<file path="src/rtl/neuron_mac_unit_if.sv">
// ----------------------------------------------------------------------------
// neuron_mac_unit_if
//   Bundles the control handshake and the shared weight/input memory bus of
//   one neuron MAC engine.
//
//   Control : start, bias -> engine ; busy, done, y <- engine
//   Memory  : mem_addr, mem_en <- engine ; w_do, x_do -> engine
//
//   modport slave  : the MAC engine's view.
//   modport master : the surrounding logic's view (sequencer + BRAMs).
// ----------------------------------------------------------------------------
interface neuron_mac_unit_if #(
  parameter int ADDR_W = 5,
  parameter int DATA_W = 16
);
  logic              start;
  logic [DATA_W-1:0] bias;      // signed, fixed point
  logic [ADDR_W-1:0] mem_addr;
  logic              mem_en;
  logic [DATA_W-1:0] w_do;      // signed weight
  logic [DATA_W-1:0] x_do;      // signed input activation
  logic              busy;
  logic              done;
  logic [DATA_W-1:0] y;         // signed result

  modport slave (
    input  start, bias, w_do, x_do,
    output mem_addr, mem_en, busy, done, y
  );

  modport master (
    output start, bias, w_do, x_do,
    input  mem_addr, mem_en, busy, done, y
  );
endinterface

</file>
<file path="src/rtl/neuron_mac_unit.sv">
// ----------------------------------------------------------------------------
// neuron_mac_unit
//   Single-neuron multiply-accumulate engine. On start it walks addresses
//   0..N_IN-1 of the weight BRAM and input buffer, accumulates w*x in an
//   ACC_W-bit accumulator, adds the bias, rescales by FRAC_BITS (floor),
//   saturates to DATA_W bits, optionally applies ReLU and pulses done.
//
//   Ports:
//     clk    : clock, all state updates on posedge
//     rst_n  : asynchronous active-low reset
//     bus    : neuron_mac_unit_if.slave (start/bias/busy/done/y and the
//              shared mem_addr/mem_en/w_do/x_do memory bus)
//
//   Timing: start sampled at edge c0, addresses issued after c0..c(N_IN-1),
//   last accumulate at c(N_IN), y/done at c(N_IN+1).
// ----------------------------------------------------------------------------
module neuron_mac_unit #(
  parameter int N_IN      = 28,
  parameter int ADDR_W    = 5,
  parameter int DATA_W    = 16,
  parameter int FRAC_BITS = 8,
  parameter int ACC_W     = 40,
  parameter bit RELU      = 1'b1
) (
  input logic              clk,
  input logic              rst_n,
  neuron_mac_unit_if.slave bus
);

  typedef enum logic [1:0] {
    IDLE,
    RUN,
    FINISH
  } state_t;

  localparam logic [ADDR_W-1:0] LAST_ADDR = ADDR_W'(N_IN - 1);

  // Saturation bounds expressed at accumulator width.
  localparam logic signed [ACC_W-1:0] Y_MAX =
    $signed({{(ACC_W-DATA_W+1){1'b0}}, {(DATA_W-1){1'b1}}});
  localparam logic signed [ACC_W-1:0] Y_MIN =
    $signed({{(ACC_W-DATA_W+1){1'b1}}, {(DATA_W-1){1'b0}}});

  state_t                    state_q, state_d;
  logic signed [ACC_W-1:0]   acc_q;
  logic        [DATA_W-1:0]  bias_q;
  logic        [ADDR_W-1:0]  addr_q;
  logic                      en_q;
  logic                      busy_q;
  logic                      done_q;
  logic        [DATA_W-1:0]  y_q;

  logic signed [2*DATA_W-1:0] prod;
  logic signed [ACC_W-1:0]    prod_ext;
  logic signed [ACC_W-1:0]    bias_ext;
  logic signed [ACC_W-1:0]    sum;
  logic signed [ACC_W-1:0]    scaled;
  logic        [DATA_W-1:0]  y_next;

  // --------------------------------------------------------------------------
  // Datapath arithmetic
  // --------------------------------------------------------------------------
  assign prod     = $signed(bus.w_do) * $signed(bus.x_do);
  assign prod_ext = {{(ACC_W-2*DATA_W){prod[2*DATA_W-1]}}, prod};
  // Bias is aligned to the product's 2*FRAC_BITS scaling before the add.
  assign bias_ext = $signed({{(ACC_W-DATA_W){bias_q[DATA_W-1]}}, bias_q}) <<< FRAC_BITS;
  assign sum      = acc_q + bias_ext;
  // Arithmetic right shift gives floor rounding toward -inf.
  assign scaled   = sum >>> FRAC_BITS;

  always_comb begin
    // NOTE: every always_comb output gets a default first so no path can
    // leave it unassigned and infer a latch.
    y_next = scaled[DATA_W-1:0];
    if (scaled > Y_MAX) begin
      y_next = Y_MAX[DATA_W-1:0];
    end else if (scaled < Y_MIN) begin
      y_next = Y_MIN[DATA_W-1:0];
    end
    // Sign of the saturated value equals the sign of scaled.
    if (RELU && scaled[ACC_W-1]) begin
      y_next = '0;
    end
  end

  // --------------------------------------------------------------------------
  // FSM
  // --------------------------------------------------------------------------
  always_ff @(posedge clk or negedge rst_n) begin
    // NOTE: sequential state uses non-blocking assignments so every register
    // samples pre-edge values regardless of block ordering.
    if (!rst_n) begin
      state_q <= IDLE;
    end else begin
      state_q <= state_d;
    end
  end

  always_comb begin
    state_d = state_q;
    unique case (state_q)
      IDLE:    if (bus.start) state_d = RUN;
      // The edge that sees the last address still issued also consumes its
      // data, so leave RUN right there.
      RUN:     if (addr_q == LAST_ADDR) state_d = FINISH;
      FINISH:  state_d = IDLE;
      default: state_d = IDLE;
    endcase
  end

  // --------------------------------------------------------------------------
  // Registered datapath and outputs
  // --------------------------------------------------------------------------
  always_ff @(posedge clk or negedge rst_n) begin
    if (!rst_n) begin
      acc_q  <= '0;
      bias_q <= '0;
      addr_q <= '0;
      en_q   <= 1'b0;
      busy_q <= 1'b0;
      done_q <= 1'b0;
      y_q    <= '0;
    end else begin
      done_q <= 1'b0;
      unique case (state_q)
        IDLE: begin
          if (bus.start) begin
            acc_q  <= '0;
            bias_q <= bus.bias;
            addr_q <= '0;
            en_q   <= 1'b1;
            busy_q <= 1'b1;
          end
        end
        RUN: begin
          // Memory data for the address issued one edge earlier is on w_do/x_do.
          acc_q <= acc_q + prod_ext;
          if (addr_q == LAST_ADDR) begin
            en_q <= 1'b0;
          end else begin
            addr_q <= addr_q + 1'b1;
          end
        end
        FINISH: begin
          y_q    <= y_next;
          done_q <= 1'b1;
          busy_q <= 1'b0;
        end
        default: ;
      endcase
    end
  end

  assign bus.mem_addr = addr_q;
  assign bus.mem_en   = en_q;
  assign bus.busy     = busy_q;
  assign bus.done     = done_q;
  assign bus.y        = y_q;

endmodule

</file>
<file path="src/flat_wrapper.sv">
// flat-port wrapper written by rule: the top's interface ports become plain ports
module neuron_mac_unit_flat 
#(
  parameter int N_IN      = 28,
  parameter int ADDR_W    = 5,
  parameter int DATA_W    = 16,
  parameter int FRAC_BITS = 8,
  parameter int ACC_W     = 40,
  parameter bit RELU      = 1'b1
)
  (clk, rst_n, bus_start, bus_bias, bus_w_do, bus_x_do, bus_mem_addr, bus_mem_en, bus_busy, bus_done, bus_y);
  neuron_mac_unit_if #(.ADDR_W(ADDR_W), .DATA_W(DATA_W)) bus_i ();
  input logic clk;
  input logic rst_n;
  input wire logic [$bits(bus_i.start)-1:0] bus_start;
  input wire logic [$bits(bus_i.bias)-1:0] bus_bias;
  input wire logic [$bits(bus_i.w_do)-1:0] bus_w_do;
  input wire logic [$bits(bus_i.x_do)-1:0] bus_x_do;
  output wire logic [$bits(bus_i.mem_addr)-1:0] bus_mem_addr;
  output wire logic [$bits(bus_i.mem_en)-1:0] bus_mem_en;
  output wire logic [$bits(bus_i.busy)-1:0] bus_busy;
  output wire logic [$bits(bus_i.done)-1:0] bus_done;
  output wire logic [$bits(bus_i.y)-1:0] bus_y;
  assign bus_i.start = bus_start;
  assign bus_i.bias = bus_bias;
  assign bus_i.w_do = bus_w_do;
  assign bus_i.x_do = bus_x_do;
  assign bus_mem_addr = bus_i.mem_addr;
  assign bus_mem_en = bus_i.mem_en;
  assign bus_busy = bus_i.busy;
  assign bus_done = bus_i.done;
  assign bus_y = bus_i.y;
  neuron_mac_unit #(.N_IN(N_IN), .ADDR_W(ADDR_W), .DATA_W(DATA_W), .FRAC_BITS(FRAC_BITS), .ACC_W(ACC_W), .RELU(RELU)) u_core (.clk(clk), .rst_n(rst_n), .bus(bus_i));
endmodule
</file>
<file path="config.mk">
export PLATFORM = sky130hd
export DESIGN_NAME = neuron_mac_unit_flat
export DESIGN_NICKNAME = d
export VERILOG_FILES = /design/src/rtl/neuron_mac_unit_if.sv /design/src/rtl/neuron_mac_unit.sv /design/src/flat_wrapper.sv
export SDC_FILE = /design/constraint.sdc
export NUM_CORES = 1
export LEC_CHECK = 0
export ABC_AREA = 1
export BUFFER_PORTS_ARGS = -buffer_cell sky130_fd_sc_hd__buf_2
export CAP_MARGIN = 5
export CORE_UTILIZATION = 50
export DETAILED_ROUTE_END_ITERATION = 8
export GPL_ROUTABILITY_DRIVEN = 0
export PLACE_DENSITY = 0.69
export SETUP_SLACK_MARGIN = 0.3
export SKIP_CTS_REPAIR_TIMING = 1
export SLEW_MARGIN = 10
export SYNTH_ARGS = -nofsm -noshare
export SYNTH_HDL_FRONTEND = slang
export SYNTH_SLANG_ARGS = --single-unit
</file>
<file path="constraint.sdc">
create_clock -name clk -period 4.77 [get_ports clk]
set_input_delay 0.477 -clock clk [delete_from_list [all_inputs] [get_ports clk]]
set_output_delay 0.477 -clock clk [all_outputs]
set_load 0.05 [all_outputs]
</file>
Yosys cells after proc, flatten, opt, wreduce, memory -nomap -nowiden
Cells that the tools add are included.
{"block": "classes", "magnitude_cmp": 2, "reduce_logical": 9, "n_bitwise": 0, "mul": 1, "shift": 0, "addsub": 3, "mux": 16, "div_mod_pow": 0, "eq_ne": 6}
{"op": "case mux 40 bit (2 select lines)", "n": 1}
{"op": "2-to-1 mux 16 bit", "n": 3}
{"op": "adder 40 x 24 -> 40 bit", "n": 1}
{"op": "adder 40 x 32 -> 40 bit", "n": 1}
{"op": "2-to-1 mux 40 bit", "n": 1}
{"op": "> comparator 32 x 16 -> 1 bit (second input constant)", "n": 1}
{"op": "< comparator 32 x 16 -> 1 bit (second input constant)", "n": 1}
{"op": "multiplier 16 x 16 -> 32 bit", "n": 1}
{"op": "2-to-1 mux 5 bit", "n": 2}
{"op": "case mux 5 bit (2 select lines)", "n": 1}
{"op": "AND reduction 2 bit", "n": 4}
{"op": "AND reduction 3 bit", "n": 2}
{"op": "adder 5 x 1 -> 5 bit (second input constant)", "n": 1}
{"op": "equality test 5 bit (second input constant)", "n": 1}
{"op": "2-to-1 mux 2 bit", "n": 2}
{"op": "!= test 2 bit (second input constant)", "n": 2}
{"op": "case mux 1 bit (2 select lines)", "n": 2}
{"op": "case mux 2 bit (2 select lines)", "n": 1}
{"op": "nonzero test 2 bit", "n": 2}
{"op": "2-to-1 mux 1 bit", "n": 3}
{"op": "equality test 2 x 1 -> 1 bit (second input constant)", "n": 1}
{"op": "equality test 2 bit (second input constant)", "n": 1}
{"op": "zero test 2 bit", "n": 1}
{"op": "!= test 2 x 1 -> 1 bit (second input constant)", "n": 1}
{"block": "word_totals", "reg_bits": 82, "rom_bits": 0, "mem_bits_rw": 0, "mem_count": 0, "out_inout_bits": 24, "latchBits": 0}

Logic depth before layout (Yosys ltp)
Gate-level depths: netlist (run 1).
{"block": "depth", "ltp_word": 5, "depth_mapped": 30, "mapped_depth_nobuf": 28}

Worst setup path after synthesis (run 1)
Ideal clock, no wire load.
{"block": "synth_timing", "path_kind": "input to register", "start": "input port bus_x_do[5]", "end": "register u_core.acc_q[36]", "path_stages": 24, "t_required_ns": 4.647, "path_slack_ns": -1.334, "n_path_buf": 2, "t_arrival_ns": 5.980, "path_cell_list": "clkbuf_1 clkbuf_1 nand2_1 fa_1 inv_1 fa_1 inv_1 fa_1 fa_1 inv_1 fa_1 inv_1 fa_1 inv_1 ha_1 nand2_1 nor2_1 inv_1 nor4_1 nand3_1 nand3_1 a21oi_1 o21ai_0 nand2_1"}
{"block": "synth_via", "elab_chain_len": 3}
{"element": "start: declaration", "line": "flat_wrapper.sv:18", "text": "input wire logic [$bits(bus_i.x_do)-1:0] bus_x_do;"}
{"element": "multiplier 16 x 16 -> 32 bit", "line": "neuron_mac_unit.sv:63", "text": "assign prod = $signed(bus.w_do) * $signed(bus.x_do);"}
{"element": "adder 40 x 32 -> 40 bit", "line": "neuron_mac_unit.sv:137", "text": "acc_q <= acc_q + prod_ext;"}
{"element": "case mux 40 bit (2 select lines)", "line": "neuron_mac_unit.sv:125", "text": "unique case (state_q)"}
{"element": "end signal: assignment", "line": "neuron_mac_unit.sv:137"}
{"element": "end: declaration", "line": "neuron_mac_unit.sv:45", "text": "logic signed [ACC_W-1:0] acc_q;"}
No other way between the ends.
A chain may end at the register's enable or synchronous reset.

Worst setup path after layout (run 1)
{"block": "layout_timing", "start": "input port bus_x_do[6]", "end": "register u_core.acc_q[29]"}
The elaborated chain is that of the path after synthesis.

==> results.cfg, run 1 <==
[placed_design]
hpwl_mm = 45.18
io_buffers = 74
dpl_cell_area_um2 = 22170
dp_cells = 3313

[sta]
hold_viol_final = 0
max_freq_mhz = 180.2
slew_viol_final = 0
finalClockSkew_ns = 0.01903
rsz0062_at_grt = true
period_minus_slack_ns = 5.548
setup_violations = 29
max_slew_margin_pct = 37.06
tightest_slew_ns = 0.9406
finalCritPeriodShare_pct = 116.3
setup_ws_ns = -0.7784
setup-tns-final_ns = -15.80

[floorplan]
row_count = 71
dieWidth_um = 196.9
fp.dieH_um = 196.9
die-area_um2 = 38780
fp.coreArea_um2 = 37490
ios = 75
start_util_pct = 50.67

[worst_setup_path]
start_kind = input pin
worstPathMaxFanout = 6
crit_type = input pin to register
cp_slowest_cell = fa_1
arrival_ns = 5.77
crit_top_cell = fa_1
critPathMaxStageDelay_ns = 0.56
crit_required_ns = 4.99
crit_chain = buf_12 > buf_12 > nand2_4 > fa_1 > inv_2 > fa_1 > inv_1 > fa_1 > inv_2 > fa_1 > fa_1 > inv_2 > fa_1 > inv_2 > ha_4 > a21oi_4 > buf_6 > o21ai_4 > a21oi_4 > o21ai_4 > a21oi_4 > o21bai_1 > xnor2_1 > o21ai_1
worst_setup_path_end_kind = register

[drt]
drtIter0Drc = 1168
wl_per_cell_um = 15.93
highest_layer = met4
first_pass_iters = 5
met3_length_mm = 3.566
vias_per_cell = 5.050
vias = 17000
drt-met1-wl_mm = 23.14
postRouteAntennaNets = 0
wl_met2_mm = 25.06
routed_wl_mm = 53.63
drc = 0

[yosys]
syn_nets = 3108
ys.warnings.count = 0
synth-edff-count = 0
synth_area_leader_cell = fa_1
ys_async_sr_fraction_pct = 100.0
synth.top_cell.area_share_pct = 34.88
syn_area_um2 = 19000
synth_cell_type_count = 42
syn_avg_cell_area_um2 = 7.366
ys.flop_type = dfrtp_1
synth_area_leaders = fa_1 (35%), nand2_1 (15%), inv_1 (14%), dfrtp_1 (11%), ha_1 (9.7%)
syn_inst = 2579
ys_seq_elements = 82
ys_seq_area_share_pct = 10.80

[layout]
design_area_um2 = 23950
final_nets = 3380
final_cells = 3367
areaGrowthSynthToFinish_pct = 26.08
fin_util_pct = 63.88
drive_gt1_share_pct = 25.63
diodes = 0

[grt]
grt_pass1_vias = 17380
antenna_found_initial = 0
grt_max_degree = 60
grt_use_total_pct = 28.41
grt_overflow = 0
grt_pass1_wl_mm = 86.67

[clocking]
cts.sinks = 82
root_buffer = clkbuf_16
tritoncts = done
clock_latency_ns = 0.37
cts_buffers = 9
htree_levels = 3
clk_pin_slew_ns = 0.08
clock_path_buffers = 2

[outcome]
violations = setup timing
status = finished, violations left

[flow_run]
drv_cap = 0

[min_path]
min_path_type = input pin to asynchronous set/reset pin
cells by family (layout without fill, tap and decap cells):
group	after synthesis	after routing	share of synthesized area [%]
simple gates	990	990	21.29
fa+ha+maj	478	478	44.57
compound gates	193	193	5.625
xor+xnor	40	40	1.844
buf+inv	796	1073	15.87
flops	82	82	10.80
per-stage QoR:
step	worst slack [ns]	hold WS, ns
3_5_place_dp	-1.314	0.4597
6_report	-0.7784	0.2003
5_1_grt	-0.9377	0.2732
3_3_place_gp	-1.308	0.4587
4_1_cts	-0.9821	0.2456
2_1_floorplan	-0.6550	0.1814
synthesized netlist by cell type (13+ instances only):
cell type	instances
dfrtp_1	82
nand3_1	49
a31oi_1	17
a21oi_1	78
nor2_1	118
fa_1	331
nand2_2	29
nand2_1	741
clkbuf_1	72
xnor2_1	13
o21ai_0	68
nor2_2	15
inv_2	15
ha_1	147
xor2_1	27
inv_1	702
path summary, 6_finish.rpt:
check | startpoint | to | slack [ns] | depth (start not counted)
worst max-delay path | bus_x_do[6] | u_core.acc_q[29] | -0.78 | 24
worst min-delay path | rst_n | u_core.bus.y[6] | 0.20 | 1
worst max register to register | u_core.acc_q[15] | u_core.acc_q[29] | -0.07 | 19
worst min register to register | u_core.bus.y[8] | u_core.bus.y[8] | 0.48 | 2
max in group asynchronous | rst_n | u_core.acc_q[29] | 3.59 | 2
min in group clk | bus_bias[4] | u_core.bias_q[4] | 0.31 | 3
worst max-delay path, delay by kind of cell:
family | cells | cell delay, ns
and+or+nand+nor | 1 | 0.05
buffers and inverters | 8 | 0.59
AOI/OAI and AO/OA | 7 | 0.90
adders and majority gates | 7 | 3.45
xor gates and xnor gates | 1 | 0.30
routing by layer:
layer / vias up / GRT usage, %
li1: 8004 / -
met2: 595 / 47.25
met3: 98 / 3.491
met4: 0 / 8.470
met5: - / 0
met1: 8307 / 38.85
flip-flops by register name, summed over array words and instances (netlist names):
register             flops
u_core.acc_q            40
u_core.bias_q           16
u_core.bus.y            16
u_core.bus.mem_addr      5
u_core.state_q           2
u_core.bus.busy          1
u_core.bus.done          1
u_core.bus.mem_en        1
final cells by class:
| type | count | area [um^2] |
|---|---|---|
| Clock buffer | 9 | 225.2 |
| Clock inverter | 7 | 71.32 |
| Fill cell | 3100 | 13540 |
| Inverter | 720 | 2708 |
| Multi-Input combinational cell | 1701 | 15480 |
| Sequential cell | 82 | 2052 |
| Tap cell | 511 | 639.4 |
| Timing Repair Buffer | 337 | 2774 |
placed cells by master, fill, tap and decap left out, types with 10 or more instances in the layout:
cell type,n
a21oi_1,45
a21oi_2,20
a21oi_4,15
buf_12,13
buf_2,45
buf_4,235
buf_6,35
clkbuf_16,10
dfrtp_1,82
fa_1,308
fa_2,23
ha_1,110
ha_4,35
inv_1,633
inv_2,83
nand2_1,686
nand2_2,66
nand2_4,19
nand3_1,44
nand3_2,11
nand4_1,12
nor2_1,85
nor2_2,36
nor2_4,13
o21ai_0,21
o21ai_1,33
o21ai_2,12
xor2_1,23
Power of run 1 is not shown: default switching activity piles up to over one toggle a cycle in this logic, so the estimate is an artifact.
==> run 2, diff against run 1 <==
SETUP_SLACK_MARGIN = 0.4   (was 0.3)
==> results.cfg, run 2 (synthesis gave the netlist of run 1 again) <==
[drt]
first_pass_iters = 8
vias_per_cell = 5.103
drt-met1-wl_mm = 23.33
routed_wl_mm = 57.06
highest_layer = met4
wl_per_cell_um = 16.81
met3_length_mm = 4.148
wl_met2_mm = 27.12
drtIter0Drc = 1298
vias = 17320
postRouteAntennaNets = 0
drc = 0

[worst_setup_path]
r2r_slack_ns = -0.13
start_kind = input pin
worstPathMaxFanout = 7
cp_slowest_cell = fa_2
crit_type = input pin to register
crit_top_cell = fa_1
critPathMaxStageDelay_ns = 0.65
worst_setup_path_end_kind = register
crit_buf_inv = 9
arrival_ns = 6.03
crit_family = adder cells
crit_required_ns = 5.02

[clocking]
tritoncts = done
cts_buffers = 9
clock_latency_ns = 0.37
htree_levels = 3
clock_path_buffers = 2
clk_pin_slew_ns = 0.07
cts.sinks = 82
root_buffer = clkbuf_16

[grt]
grt_overflow = 0
grt_use_total_pct = 28.58
grt_pass1_wl_mm = 87.05
grt_pass1_vias = 17540
grt_max_degree = 57
antenna_found_initial = 0

[sta]
max_slew_margin_pct = 25.19
max_freq_mhz = 173.0
period_minus_slack_ns = 5.779
tightest_slew_ns = 1.121
rsz0062_at_grt = true
setup_violations = 29
setup-tns-final_ns = -17.62
finalCritPeriodShare_pct = 121.1
hold_viol_final = 0
slew_viol_final = 0
finalClockSkew_ns = 0.01592
setup_ws_ns = -1.009

[layout]
largest_reg_flops = 40
final_cells = 3394
areaGrowthSynthToFinish_pct = 29.22
drive_gt1_share_pct = 27.89
largest_register = u_core.acc_q
diodes = 0
layout_common_cells = nand2_1 (679), inv_1 (624), fa_1 (303), buf_4 (241), ha_1 (110)
final_nets = 3407
layout_commonest_cell = nand2_1

[outcome]
status = finished, violations left
violations = setup timing

[floorplan]
dieWidth_um = 196.9
row_count = 71
ios = 75
fp.dieH_um = 196.9
fp.coreArea_um2 = 37490
die-area_um2 = 38780
start_util_pct = 50.67

[placed_design]
hpwl_mm = 45.47
dp_cells = 3316
io_buffers = 74

[min_path]
min_path_type = input pin to asynchronous set/reset pin

[flow_run]
drv_cap = 0
## run 2: cell count changes in the layout (fill, tap and decap cells not counted), moves of 5 or more
cell / change
o21ai_1: -6
nand2_1: -7
buf_4: +6
o21ai_4: +5
a21oi_1: -6
fa_1: -5
inv_2: +7
a31oi_4: +5
fa_2: +5
inv_1: -9
nand2_4: +7
buf_6: +24
## run 2: path summary, 6_finish.rpt
check / start / to / cells after the start
max in group asynchronous: rst_n / u_core.acc_q[2] / 2
setup reg to reg: u_core.acc_q[24] / u_core.acc_q[36] / 18
hold / removal: rst_n / u_core.bus.y[3] / 1
setup / recovery: bus_w_do[15] / u_core.acc_q[36] / 25
min in group clk: bus_bias[4] / u_core.bias_q[4] / 3
hold reg to reg: u_core.bus.y[9] / u_core.bus.y[9] / 2
## run 2: per-stage QoR
stage	util (%)	cell area [um^2]	hold WS (ns)	worst slack (ns)
2_1_floorplan	-	20170	0.1814	-0.6550
3_3_place_gp	59.18	22180	0.4590	-1.189
3_5_place_dp	59.18	22180	0.4602	-1.254
4_1_cts	59.95	22480	0.2262	-0.8325
5_1_grt	65.48	24550	0.2634	-1.239
6_report	65.48	24550	0.1981	-1.009
## run 2: layout make-up
type	count	area, um^2
timing repair buffer	364	3084
multi-input combinational	1701	15770
fill	2957	12940
tap	511	639.4
clock inverter	7	66.31
sequential	82	2052
clock buffer	9	225.2
inverter	720	2713
## run 2: per-layer routing
metal  GRT usage [%]  up-vias
met5               0        -
met1           38.70     8452
met4           9.676        0
li1                -     8055
met3           3.867      133
met2           47.19      680
## run 2: worst reg2reg max path, stage by stage, from the launching register on
cell	delay [ns]
dfrtp_1	0.46
ha_1	0.37
fa_1	0.54
fa_1	0.44
fa_1	0.55
inv_1	0.05
fa_1	0.49
inv_1	0.07
ha_4	0.28
buf_4	0.16
nand2_1	0.14
nor2_1	0.13
inv_1	0.14
nor4_4	0.32
nand3_1	0.19
nand3_2	0.15
a21oi_1	0.09
o21ai_1	0.13
nand2_1	0.08
Power of run 2 is left out for the same reason.
